[src/rtl/sram_arbiter_pkg.sv]
// Shared types for the SRAM arbiter: data/address words, FSM states and
// requester identities, plus the round-robin pick used at arbitration.
package sram_arbiter_pkg;

  typedef logic [31:0] Word_t;
  typedef logic [19:0] Ram_addr_t;
  typedef logic        Bit_t;

  typedef enum logic [1:0] {ARB_IDLE, ARB_ACCESS, ARB_DONE} Arb_state_t;
  typedef enum logic       {PORT_IF, PORT_MEM}              Arb_port_t;

  // A single requester wins outright; on a tie the port that did not win last time goes.
  function automatic Arb_port_t pick_port(input Bit_t if_req, input Bit_t mem_req,
                                          input Arb_port_t last);
    Arb_port_t p;
    p = PORT_IF;
    if (if_req && mem_req) begin
      if (last == PORT_IF) p = PORT_MEM;
    end else if (mem_req) begin
      p = PORT_MEM;
    end
    return p;
  endfunction

endpackage

[src/rtl/sram_arbiter.sv]
// Round-robin arbiter sharing one SRAM controller between the IF and MEM
// ports; holds each access for ACCESS_CYCLES, then a recovery/ack cycle.
module sram_arbiter
  import sram_arbiter_pkg::*;
#(
  parameter int ACCESS_CYCLES = 3
) (
  input  logic        clk,
  input  logic        rst_n,
  input  logic        if_req,
  input  Ram_addr_t   if_addr,
  output Word_t       if_rdata,
  output logic        if_ack,
  output logic        if_stall,
  input  logic        mem_req,
  input  logic        mem_we,
  input  Ram_addr_t   mem_addr,
  input  Word_t       mem_wdata,
  input  logic [3:0]  mem_be,
  output Word_t       mem_rdata,
  output logic        mem_ack,
  output logic        mem_stall,
  output logic        sram_read_op,
  output logic        sram_write_op,
  output Ram_addr_t   sram_addr,
  output Word_t       sram_wdata,
  input  Word_t       sram_rdata,
  output logic [3:0]  sram_byte_mask
);

  localparam int CNT_W = $clog2(ACCESS_CYCLES + 1);

  Arb_state_t         state;
  Arb_port_t          grant;
  Arb_port_t          last_grant;
  Arb_port_t          pick;
  logic [CNT_W-1:0]   cnt;

  assign pick = pick_port(if_req, mem_req, last_grant);

  // Stalls are combinational so the pipeline releases in the same cycle the ack arrives.
  assign if_stall  = if_req & ~if_ack;
  assign mem_stall = mem_req & ~mem_ack;

  // The sram_* registers double as the latched request: they are loaded once at
  // grant and never look at the requester inputs again until the next grant.
  // NOTE: all state here is updated with non-blocking assignments so every
  // register samples the pre-edge values; the async reset also drops the ops
  // immediately, aborting an in-flight access without an ack.
  always_ff @(posedge clk or negedge rst_n) begin
    if (!rst_n) begin
      state          <= ARB_IDLE;
      grant          <= PORT_IF;
      last_grant     <= PORT_MEM;
      cnt            <= '0;
      sram_read_op   <= 1'b0;
      sram_write_op  <= 1'b0;
      sram_addr      <= '0;
      sram_wdata     <= '0;
      sram_byte_mask <= '0;
      if_ack         <= 1'b0;
      mem_ack        <= 1'b0;
      if_rdata       <= '0;
      mem_rdata      <= '0;
    end else begin
      case (state)
        ARB_IDLE: begin
          if (if_req || mem_req) begin
            grant      <= pick;
            last_grant <= pick;
            cnt        <= CNT_W'(ACCESS_CYCLES - 1);
            state      <= ARB_ACCESS;
            if (pick == PORT_IF) begin
              sram_read_op   <= 1'b1;
              sram_write_op  <= 1'b0;
              sram_addr      <= if_addr;
              sram_wdata     <= '0;
              sram_byte_mask <= 4'b1111;
            end else begin
              sram_read_op   <= ~mem_we;
              sram_write_op  <= mem_we;
              sram_addr      <= mem_addr;
              sram_wdata     <= mem_wdata;
              sram_byte_mask <= mem_be;
            end
          end
        end

        ARB_ACCESS: begin
          if (cnt != '0) begin
            cnt <= cnt - 1'b1;
          end else begin
            if (sram_read_op) begin
              if (grant == PORT_IF) if_rdata  <= sram_rdata;
              else                  mem_rdata <= sram_rdata;
            end
            sram_read_op   <= 1'b0;
            sram_write_op  <= 1'b0;
            sram_addr      <= '0;
            sram_wdata     <= '0;
            sram_byte_mask <= '0;
            if (grant == PORT_IF) if_ack  <= 1'b1;
            else                  mem_ack <= 1'b1;
            state <= ARB_DONE;
          end
        end

        ARB_DONE: begin
          if_ack  <= 1'b0;
          mem_ack <= 1'b0;
          state   <= ARB_IDLE;
        end

        default: state <= ARB_IDLE;
      endcase
    end
  end

endmodule
[config.mk]
export PLATFORM = sky130hd
export DESIGN_NAME = sram_arbiter
export DESIGN_NICKNAME = d
export VERILOG_FILES = /design/src/rtl/sram_arbiter_pkg.sv /design/src/rtl/sram_arbiter.sv
export SDC_FILE = /design/constraint.sdc
export NUM_CORES = 1
export LEC_CHECK = 0
export ABC_AREA = 1
export ABC_CLOCK_PERIOD_IN_PS = 4570
export BUFFER_PORTS_ARGS = -buffer_cell sky130_fd_sc_hd__buf_2
export CAP_MARGIN = 30
export CORE_ASPECT_RATIO = 0.5
export CORE_MARGIN = 1.5
export CORE_UTILIZATION = 53
export DETAILED_ROUTE_END_ITERATION = 8
export PLACE_DENSITY = 0.86
export SYNTH_ARGS = -nofsm -noshare
export SYNTH_HDL_FRONTEND = slang
export SYNTH_SLANG_ARGS = --single-unit
[constraint.sdc]
create_clock -name clk -period 4.57 [get_ports clk]
set_input_delay 0.6855 -clock clk [delete_from_list [all_inputs] [get_ports clk]]
set_output_delay 0.6855 -clock clk [all_outputs]
set_load 0.05 [all_outputs]
## Word-level counts from Yosys, hierarchy flattened

Cells that the tools add are included.

- Add/subtract/negate cells: 1
- Eq/ne operators: 7
- Muxes and demuxes: 34
- Bitwise operators: 7
- Reductions and logical operators: 14

Operator list:

| operator | count |
|---|---|
| 2-to-1 mux 32 bit | 3 |
| one-hot mux 32 bit (2 select lines) | 1 |
| 2-to-1 mux 20 bit | 3 |
| one-hot mux 20 bit (2 select lines) | 1 |
| 2-to-1 mux 1 bit | 12 |
| 2-to-1 mux 4 bit | 3 |
| AND reduction 3 bit | 4 |
| inequality test 2 bit, second input constant | 5 |
| 2-to-1 mux 2 bit | 4 |
| one-hot mux 1 bit (2 select lines) | 4 |
| one-hot mux 2 bit (2 select lines) | 2 |
| one-hot mux 4 bit (2 select lines) | 1 |
| AND reduction 4 bit | 2 |
| nonzero test 2 bit | 3 |
| inverter 1 bit | 5 |
| AND reduction 2 bit | 2 |
| AND 1 bit | 2 |
| equality test 2 x 1 -> 1 bit, second input constant | 1 |
| equality test 2 bit, second input constant | 1 |
| zero test 2 bit | 1 |
| subtractor 2 x 1 -> 2 bit, second input constant | 1 |
| logical AND 1 bit | 1 |
| logical OR 1 bit | 1 |

- Register bits after elaboration: 130
- Input bits: 113
- Output and inout bits: 126
- Word-level logic and storage cells: 76

## Logic depth before layout (Yosys ltp)

Gate-level depths: netlist of the first run.

- Word-level depth: 5
- Gate-level depth with buffers: 9
- Mapped depth without buffers: 8

## Least setup slack after synthesis of the first run

OpenSTA, ideal clock, no wires.

- Kind: input to output
- Start point: in if_req
- End point: out if_stall
- Arrival: 1.352 ns
- Data required time: 3.885 ns
- Slack: 2.533 ns
- Stages: 2
- Buffers on the path: 0
- Cell sequence: inv_1 nor2_1

- Cells in the longest elaborated chain, start to end: 1

RTL lines:

| item | RTL line | RTL |
|---|---|---|
| start: declaration | sram_arbiter.sv:10 | `input logic if_req,` |
| AND 1 bit | sram_arbiter.sv:42 | `assign if_stall = if_req & ~if_ack;` |
| end: declaration | sram_arbiter.sv:14 | `output logic if_stall,` |

No other way between the ends.

## Worst setup path in the final report of the first run

- Start point: reg state[1]
- End point: reg sram_addr[19]

- Cells in the longest elaborated chain, start to end: 3
- Elaborated cells on any way between the ends: 7
- Classes of those cells: eq/ne (3); mux (1); reduce/logical (3)

RTL lines:

| item | RTL line | RTL |
|---|---|---|
| start: declaration | sram_arbiter.sv:33 | `Arb_state_t state;` |
| start signal: assignment | sram_arbiter.sv:52 | `state <= ARB_IDLE;` |
| start signal: assignment | sram_arbiter.sv:72 | `state <= ARB_ACCESS;` |
| start signal: assignment | sram_arbiter.sv:104 | `state <= ARB_DONE;` |
| equality test 2 x 1 -> 1 bit or zero test 2 bit (tied branches) | sram_arbiter.sv:66 | `case (state)` |
| inequality test 2 bit (no source line) or nonzero test 2 bit (tied branches) | -- |  |
| AND reduction 3 bit (no source line) | -- |  |
| end signal: assignment | sram_arbiter.sv:76 | `sram_addr <= if_addr;` |
| end signal: assignment | sram_arbiter.sv:82 | `sram_addr <= mem_addr;` |
| end: declaration | sram_arbiter.sv:25 | `output Ram_addr_t sram_addr,` |

Several ways; a longest one is shown, not always the timed one.
A chain may end at the register's enable or synchronous reset.

==> flow_metrics.env, run 1 <==
export IMPL_route_met3_wl_um=857
export IMPL_grt_use_total=0.251
export IMPL_numCtsBuffers=17
export IMPL_route_met2_wl_um=7370
export IMPL_cp_start_kind="flip-flop"
export IMPL_synth_edf_count=0
export IMPL_clk_pin_slew_ns=0.07
export IMPL_num_vias=5430
export IMPL_drt_iter0_drc=288
export IMPL_worst_slew_pin_slew_ns=0.805
export IMPL_hold_slack_ns=0.360
export IMPL_ir_drop_uv=422
export IMPL_cts_buffer_depth=2
export IMPL_r2r_end="sram_addr[19]"
export IMPL_fin_worst_skew_ns=0.0111
export IMPL_crit_type="reg2reg"
export IMPL_cts_setup_buffers=0
export IMPL_wl_per_cell_um=12.9
export IMPL_maxCapViolCount=0
export IMPL_cts_tree="built"
export IMPL_synthArstFlopShare=1.00
export IMPL_port_buffer_count=238
export IMPL_grt_pass1_vias=5111
export IMPL_yosysTopAreaCell="dfrtp_1"
export IMPL_num_rows=27
export IMPL_viasPerCell=4.79
export IMPL_place_congestion=0.805
export IMPL_synth_area_um2=6010
export IMPL_cts_root_buffer="clkbuf_16"
export IMPL_cts_resized=0
export IMPL_diodes=0
export IMPL_grt_ovfl_total=0
export IMPL_grt_max_degree=65
export IMPL_drv_slew=0
export IMPL_hold_buffers=0
export IMPL_die_y_um=78.3
export IMPL_initial_utilization=0.546
export IMPL_drtPass1Iterations=4
export IMPL_setup_viol=0
export IMPL_synth_commonest_cells="248 x nand2_1, 148 x inv_1, 129 x dfrtp_1"
export IMPL_ys_types=18
export IMPL_rsz0062_at_grt="no"
export IMPL_powerDensity_nw_per_um2=910
export IMPL_rrSetupSlack_ns=1.96
export IMPL_postSynthCellCount=745
export IMPL_period_share=0.572
export IMPL_final_layout_size_suffix_gt1_frac=0.319
export IMPL_ys_warn_count=0
export IMPL_synthToLayoutAreaGrowth_pct=30.9
export IMPL_fmax_mhz=383
export IMPL_status="complete, no violations"
export IMPL_finalHoldViolations=0
export IMPL_drt_wl_total_um=14600
export IMPL_clock_sinks=130
export IMPL_synth_ff_type="dfrtp_1"
export IMPL_synth_most_common_cell="nand2_1"
export IMPL_synth_nets=865
export IMPL_ff2ff_path_depth=8
export IMPL_ys_ff_latch=130
export IMPL_grt_pass1_wl_um=23800
export IMPL_final_util=0.715
export IMPL_clk_insertion_delay_late_ns=0.42
export IMPL_dieArea_um2=12000
export IMPL_final_antenna_net_count=0
export IMPL_leakage_uw=0.00481
export IMPL_post_route_min_period_ns=2.61
export IMPL_ioPinCount=239
export IMPL_fin_nets=1096
export IMPL_fin_tns_setup_ns=0
export IMPL_dp_hpwl_um=10400
export IMPL_yosysTopAreaCellShare=0.537
export IMPL_ys_seq_area_frac=0.541
export IMPL_core_area_um2=11000
export IMPL_slew_headroom=0.464
export IMPL_met1_length_um=6040
export IMPL_synth_area_leaders="dfrtp_1 54%, nand2_1 15%, inv_1 9.2%"
export IMPL_htreeDepth=4
export IMPL_path_max_fanout=38
export IMPL_syn_mean_instance_area_um2=8.07
export IMPL_reg2reg_from="state[1]"
export IMPL_min_path_type="in2async"
export IMPL_cp_end_kind="flip-flop"
export IMPL_drc_errors=0
export IMPL_die_w_um=154
export IMPL_antenna_found_initial=0
export IMPL_crit_arrival_ns=2.91
export IMPL_crit_required_ns=4.86
export IMPL_top_layer="met4"
[worst max-delay path: stages (launching register included)]
cell and delay (ns):
dfrtp_1 0.38, inv_1 0.11, ha_1 0.36, nand2_1 0.13, buf_4 0.34, nand3_2 0.61, buf_16 0.40, nand2_1 0.09
nand2_1 0.06
[cells in the final DEF (no fill, tap or decap), types with 2 or more instances in the layout]
| cell type | n |
|---|---|
| buf_16 | 2 |
| o21ai_2 | 31 |
| ha_1 | 7 |
| dfrtp_1 | 129 |
| buf_4 | 7 |
| inv_1 | 148 |
| buf_2 | 237 |
| o21ai_0 | 41 |
| nand3_1 | 61 |
| clkbuf_16 | 17 |
| nand2_1 | 248 |
| inv_6 | 7 |
| clkinvlp_4 | 2 |
| nor2_1 | 39 |
| clkinv_4 | 5 |
[logic make-up after synthesis]
family	share of synthesized area
AND/OR/NAND/NOR	0.236
buffers and inverters	0.128
flip-flops	0.541
AO/OA/AOI/OAI	0.0805
adder cells (fa/ha/maj)	0.0146
[power breakdown]
part / switching [uW] / total [uW] / leakage, uW / internal (uW)
Clock: 547 / 1310 / 0.000276 / 761
Combinational: 2980 / 3880 / 0.00294 / 897
Sequential: 289 / 1980 / 0.00160 / 1690
[area by class of cell]
cell class	count	area [um^2]
Sequential cell	130	3250
Fill cell	797	3140
Multi-Input combinational cell	431	1990
Timing Repair Buffer	247	1310
Inverter	149	564
Clock buffer	17	425
Tap cell	145	181
Clock inverter	15	146
[flip-flops by register name (all words and copies together) (netlist names)]
signal          cells
state               2
mem_rdata          32
sram_wdata         32
if_ack              1
sram_read_op        1
sram_addr          20
cnt                 2
grant               1
sram_byte_mask      4
if_rdata           32
sram_write_op       1
mem_ack             1
last_grant          1
[routing by layer]
layer	up-vias	global-route usage
li1	2688	-
met1	2477	0.304
met2	227	0.437
met3	38	0.0591
met5	-	0
met4	0	0.103
[through the flow]
| step | instances | area [um^2] | power (uW) | worst slack (ns) |
|---|---|---|---|---|
| 2_1_floorplan | 745 | 6010 | 4870 | 2.53 |
| 3_3_place_gp | 1099 | 7230 | 5660 | 1.76 |
| 3_5_place_dp | 1102 | 7300 | 5850 | 2.00 |
| 4_1_cts | 1134 | 7870 | 7210 | 1.97 |
| 5_1_grt | 1134 | 7870 | 7550 | 1.76 |
| 6_report | 1134 | 7870 | 7160 | 1.96 |
[worst max path at each step]
stage	startpoint	endpoint	slack (ns)	depth (start not counted)
2_1_floorplan	if_req	if_stall	2.53	2
3_3_place_gp	state[1]	sram_read_op	1.76	6
3_5_place_dp	state[1]	sram_byte_mask[3]	2.00	8
4_1_cts	state[1]	sram_byte_mask[3]	1.97	8
5_1_grt	state[1]	sram_byte_mask[2]	1.76	8
6_report	state[1]	sram_addr[19]	1.96	8
Note: power is estimated with default switching activity, not from simulation.
==> run 2: changes to the inputs <==
- ABC_AREA: 1 -> 0
- ABC_CLOCK_PERIOD_IN_PS: 4570 -> 2400
- CORE_UTILIZATION: 53 -> 43
- PLACE_DENSITY: 0.86 -> 0.76
- clock period: 4.57 -> 2.4 ns (I/O delays scaled with it)
==> run 2 against run 1 <==
Wire length down 10%. Synthesized area down 6.7%. Critical path type unchanged. Non-clock buffer count up 6. Worst setup slack worse by 1.6 ns.
==> flow_metrics.env, run 2 <==
export IMPL_period_share=0.850
export IMPL_clk_pin_slew_ns=0.06
export IMPL_wl_per_cell_um=15.5
export IMPL_path_cells="inv_1 -> ha_1 -> nor3b_4 -> nor3_2 -> buf_4 -> buf_4 -> mux2i_1"
export IMPL_grt_ovfl_total=0
export IMPL_diodes=0
export IMPL_ys_ff_latch=130
export IMPL_cts_buffer_depth=2
export IMPL_clk_insertion_delay_late_ns=0.40
export IMPL_met1_length_um=5630
export IMPL_ys_warn_count=0
export IMPL_post_route_min_period_ns=2.04
export IMPL_ioPinCount=239
export IMPL_synthArstFlopShare=1.00
export IMPL_initial_utilization=0.442
export IMPL_fin_tns_setup_ns=0
export IMPL_num_vias=4160
export IMPL_synth_most_common_cell="dfrtp_1"
export IMPL_route_met3_wl_um=528
export IMPL_slew_headroom=0.500
export IMPL_route_met2_wl_um=6720
export IMPL_synth_nets=538
export IMPL_maxCapViolCount=0
export IMPL_crit_type="reg2reg"
export IMPL_setup_viol=0
export IMPL_grt_pass1_wl_um=21000
export IMPL_place_congestion=0.775
export IMPL_critical_path_top_delay_family="simple AND/OR/NAND/NOR gates"
export IMPL_numCtsBuffers=17
export IMPL_final_common_cell="buf_2"
export IMPL_synth_edf_count=0
export IMPL_cts_tree="built"
export IMPL_yosysTopAreaCellShare=0.575
export IMPL_grt_max_degree=48
export IMPL_status="complete, no violations"
export IMPL_drtPass1Iterations=4
export IMPL_final_layout_size_suffix_gt1_frac=0.532
export IMPL_worst_slew_pin_slew_ns=0.750
export IMPL_path_max_fanout=13
export IMPL_viasPerCell=4.92
export IMPL_final_cells=845
export IMPL_cp_start_kind="flip-flop"
export IMPL_antenna_found_initial=0
export IMPL_layout_common_cells="237 x buf_2, 129 x dfrtp_1, 69 x mux2_2"
export IMPL_ys_seq_area_frac=0.580
export IMPL_grt_use_total=0.195
export IMPL_dpl_cell_area_um2=7010
export IMPL_synth_area_leaders="dfrtp_1 58%, mux2_2 14%, mux2i_1 9.5%"
export IMPL_num_rows=29
export IMPL_postSynthCellCount=418
export IMPL_fin_worst_skew_ns=0.00671
export IMPL_min_path_type="in2reg"
export IMPL_top_regs="if_rdata x32, mem_rdata x32, sram_wdata x32"
export IMPL_grt_pass1_vias=4278
export IMPL_drv_slew=0
export IMPL_cts_root_buffer="clkbuf_16"
export IMPL_crit_required_ns=2.72
export IMPL_dp_hpwl_um=9380
export IMPL_die_y_um=83.8
export IMPL_cts_setup_buffers=0
export IMPL_syn_mean_instance_area_um2=13.4
export IMPL_dieArea_um2=13800
export IMPL_finalHoldViolations=0
export IMPL_dp_cells=813
export IMPL_die_w_um=165
export IMPL_synthToLayoutAreaGrowth_pct=34.7
export IMPL_port_buffer_count=238
export IMPL_drt_wl_total_um=13100
export IMPL_crit_arrival_ns=2.36
export IMPL_core_area_um2=12700
export IMPL_synth_ff_type="dfrtp_1"
export IMPL_drt_iter0_drc=263
export IMPL_top_layer="met4"
export IMPL_critical_path_buf_inv_count=3
export IMPL_ys_types=36
export IMPL_final_util=0.595
export IMPL_post_route_cell_area_um2=7560
export IMPL_slowest_stage="dfrtp_1"
export IMPL_max_stage_delay_ns=0.39
export IMPL_synth_area_um2=5610
export IMPL_final_antenna_net_count=0
export IMPL_drc_errors=0
export IMPL_rsz0062_at_grt="no"
export IMPL_fin_nets=783
export IMPL_yosysTopAreaCell="dfrtp_1"
export IMPL_fmax_mhz=490
export IMPL_cp_common_cell="buf_4"
export IMPL_htreeDepth=4
export IMPL_cp_end_kind="flip-flop"
export IMPL_clock_sinks=130
export IMPL_synth_commonest_cells="129 x dfrtp_1, 69 x mux2_2, 53 x mux2i_1"
## run 2: path summary, 6_finish.rpt
| check | startpoint | end | slack (ns) | cells past startpoint |
|---|---|---|---|---|
| hold / removal | sram_rdata[7] | mem_rdata[7] | 0.20 | 2 |
| hold reg to reg | sram_byte_mask[0] | sram_byte_mask[0] | 0.48 | 1 |
| setup / recovery | state[0] | sram_wdata[7] | 0.36 | 7 |
| min in group asynchronous | rst_n | if_rdata[24] | 0.54 | 2 |
| setup reg to reg | state[0] | sram_wdata[7] | 0.36 | 7 |
| max in group asynchronous | rst_n | mem_rdata[18] | 1.14 | 3 |
## run 2: cell families after synthesis
family / after synthesis / share of synthesized area
DFF: 130 / 0.580
muxes: 122 / 0.233
buffers and inverters: 67 / 0.0589
and+or+nand+nor: 50 / 0.0484
AOI/OAI and AO/OA: 42 / 0.0640
adders and majority gates: 7 / 0.0156
## run 2: stage by stage
step / hold slack [ns] / setup WS [ns]
3_5_place_dp: 0.417 / 0.344
6_report: 0.200 / 0.360
3_3_place_gp: 0.414 / 0.439
5_1_grt: 0.192 / 0.179
4_1_cts: 0.186 / 0.341
2_1_floorplan: 0.0644 / 0.605
## run 2: repair_timing
action,in CTS,in global routing
resized for setup,0,0
hold endpoints to repair,22,0
hold buffers,1,0
## run 2: area by class of cell
cell class                      count  area, um^2
Sequential cell                   130        3250
Fill cell                        1096        5140
Multi-Input combinational cell    221        2030
Tap cell                          170         213
Clock inverter                     10        87.6
Inverter                           40         150
Timing Repair Buffer              253        1370
Clock buffer                       21         450
## run 2: per-layer routing
layer | track usage | vias to the layer above
li1 | - | 1943
met1 | 0.234 | 2087
met2 | 0.343 | 110
met3 | 0.0412 | 20
met4 | 0.0770 | 0
met5 | 0 | -
Power of run 2 is not shown: default switching activity piles up to over one toggle a cycle in this logic, so the estimate is an artifact.
==> run 3: changes to the inputs <==
- ABC_AREA: 0 -> 1
- ABC_CLOCK_PERIOD_IN_PS: 2400 -> 2150
- CORE_UTILIZATION: 43 -> 49
- PLACE_DENSITY: 0.76 -> 0.81
- clock period: 2.4 -> 2.15 ns (I/O delays scaled with it)
==> run 3 against run 2 <==
Worst setup slack got worse by 0.18 ns. Clock-buffer cell count shrank 2. Critical path type unchanged. Die area is 5.8% lower.
==> flow_metrics.env, run 3 (synthesized netlist as in run 1, its figures left out) <==
export IMPL_clk_insertion_delay_late_ns=0.41
export IMPL_ff2ff_path_depth=7
export IMPL_path_max_fanout=31
export IMPL_min_path_type="in2reg"
export IMPL_drtPass1Iterations=5
export IMPL_grt_ovfl_total=0
export IMPL_post_route_min_period_ns=1.97
export IMPL_cts_root_buffer="clkbuf_16"
export IMPL_met1_length_um=6140
export IMPL_final_antenna_net_count=0
export IMPL_status="complete, no violations"
export IMPL_cts_tree="built"
export IMPL_viasPerCell=4.68
export IMPL_port_buffer_count=238
export IMPL_reg2reg_from="state[1]"
export IMPL_grt_pass1_vias=5188
export IMPL_diodes=0
export IMPL_fin_worst_skew_ns=0.0112
export IMPL_crit_arrival_ns=2.27
export IMPL_p_total_uw=15200
export IMPL_rrSetupSlack_ns=0.18
export IMPL_min_delay_start="sram_rdata[15]"
export IMPL_drt_wl_total_um=14600
export IMPL_dieArea_um2=13000
export IMPL_fin_nets=1102
export IMPL_finalHoldViolations=0
export IMPL_hold_depth=3
export IMPL_route_met2_wl_um=7370
export IMPL_drt_iter0_drc=364
export IMPL_route_met3_wl_um=806
export IMPL_crit_required_ns=2.46
export IMPL_crit_type="reg2reg"
export IMPL_cts_resized=0
export IMPL_drv_slew=0
export IMPL_num_rows=28
export IMPL_final_cells=1160
export IMPL_layout_common_cells="248 x nand2_1, 237 x buf_2, 148 x inv_1"
export IMPL_die_w_um=160
export IMPL_clk_pin_slew_ns=0.06
export IMPL_path_cells="inv_1 -> ha_1 -> nand2_1 -> nand3_2 -> buf_4 -> nand2_1 -> o21ai_0"
export IMPL_leakage_uw=0.00485
export IMPL_rsz0062_at_grt="no"
export IMPL_grt_use_total=0.235
export IMPL_ioPinCount=239
export IMPL_setup_viol=0
export IMPL_wl_per_cell_um=12.6
export IMPL_grt_pass1_wl_um=24200
export IMPL_place_congestion=0.840
export IMPL_ir_drop_uv=1310
export IMPL_hold_buffers=1
export IMPL_final_common_cell="nand2_1"
export IMPL_startpoint="state[1]"
export IMPL_htreeDepth=4
export IMPL_die_y_um=81.3
export IMPL_fmax_mhz=509
export IMPL_numCtsBuffers=17
export IMPL_maxCapViolCount=0
export IMPL_cts_setup_buffers=0
export IMPL_top_layer="met4"
export IMPL_num_vias=5424
export IMPL_dp_cells=1127
export IMPL_hold_slack_ns=0.135
export IMPL_grt_max_degree=65
export IMPL_slew_headroom=0.562
export IMPL_initial_utilization=0.506
export IMPL_max_stage_delay_ns=0.44
export IMPL_period_share=0.915
export IMPL_slowest_stage="ha_1"
export IMPL_antenna_found_initial=0
export IMPL_cp_common_cell="nand2_1"
export IMPL_clock_sinks=130
export IMPL_synthToLayoutAreaGrowth_pct=32.7
export IMPL_fin_tns_setup_ns=0
export IMPL_dp_hpwl_um=10400
export IMPL_powerDensity_nw_per_um2=1900
export IMPL_final_layout_size_suffix_gt1_frac=0.322
export IMPL_cp_end_kind="flip-flop"
export IMPL_drc_errors=0
export IMPL_core_area_um2=11900
export IMPL_cts_buffer_depth=2
export IMPL_top_regs="if_rdata x32, mem_rdata x32, sram_wdata x32"
export IMPL_cp_start_kind="flip-flop"
export IMPL_worst_slew_pin_slew_ns=0.656
run 3: cell count changes in the layout (fill, tap and decap cells not counted), sizes merged, moves of 4 or more:
cell     previous run  this run
mux2i              53         0
mux2               69         0
o21ai               3        72
nor2                5        39
nand3              33        62
a21oi               4         0
nand2               1       248
inv                40       149
o2bb2ai            24         0
run 3: metrics by stage:
stage               utilization  cell area [um^2]  worst slack (ns)
floorplan                     -              6010             0.536
global placement          0.621              7380             0.355
detailed placement        0.621              7380             0.232
CTS                       0.672              7980             0.187
global route              0.672              7980            0.0473
finish                    0.672              7980             0.184
run 3: worst paths after layout:
| path | end |
|---|---|
| setup / recovery | sram_read_op |
| hold / removal | mem_rdata[15] |
| setup reg to reg | sram_read_op |
| hold reg to reg | last_grant |
| max in group asynchronous | if_ack |
| min in group asynchronous | mem_rdata[30] |
run 3: layout make-up:
class	count	area, um^2
flip-flops and latches	130	3250
repair buffers	253	1370
fillers	994	3900
inverters	149	564
well taps	165	206
clock buffers	19	453
clock inverters	13	136
multi-input cells	431	1990
run 3: where the power goes:
part	internal, uW	total, uW	switching (uW)
clock network	1760	2830	1070
logic	1850	8120	6270
registers	3590	4200	604
total	7210	15200	7940
run 3: worst max-delay path: cells and delay by family (launching register included):
kind	cells	cell delay, ns
buffers and inverters	2	0.45
adders and majority gates	1	0.44
AOI/OAI and AO/OA	1	0.10
and+or+nand+nor	3	0.48
DFF	1	0.40
run 3: routing by layer:
metal  vias up  track usage
met5         -            0
met4         0       0.0906
met2       173        0.437
met3        25       0.0536
met1      2534        0.271
li1       2692            -
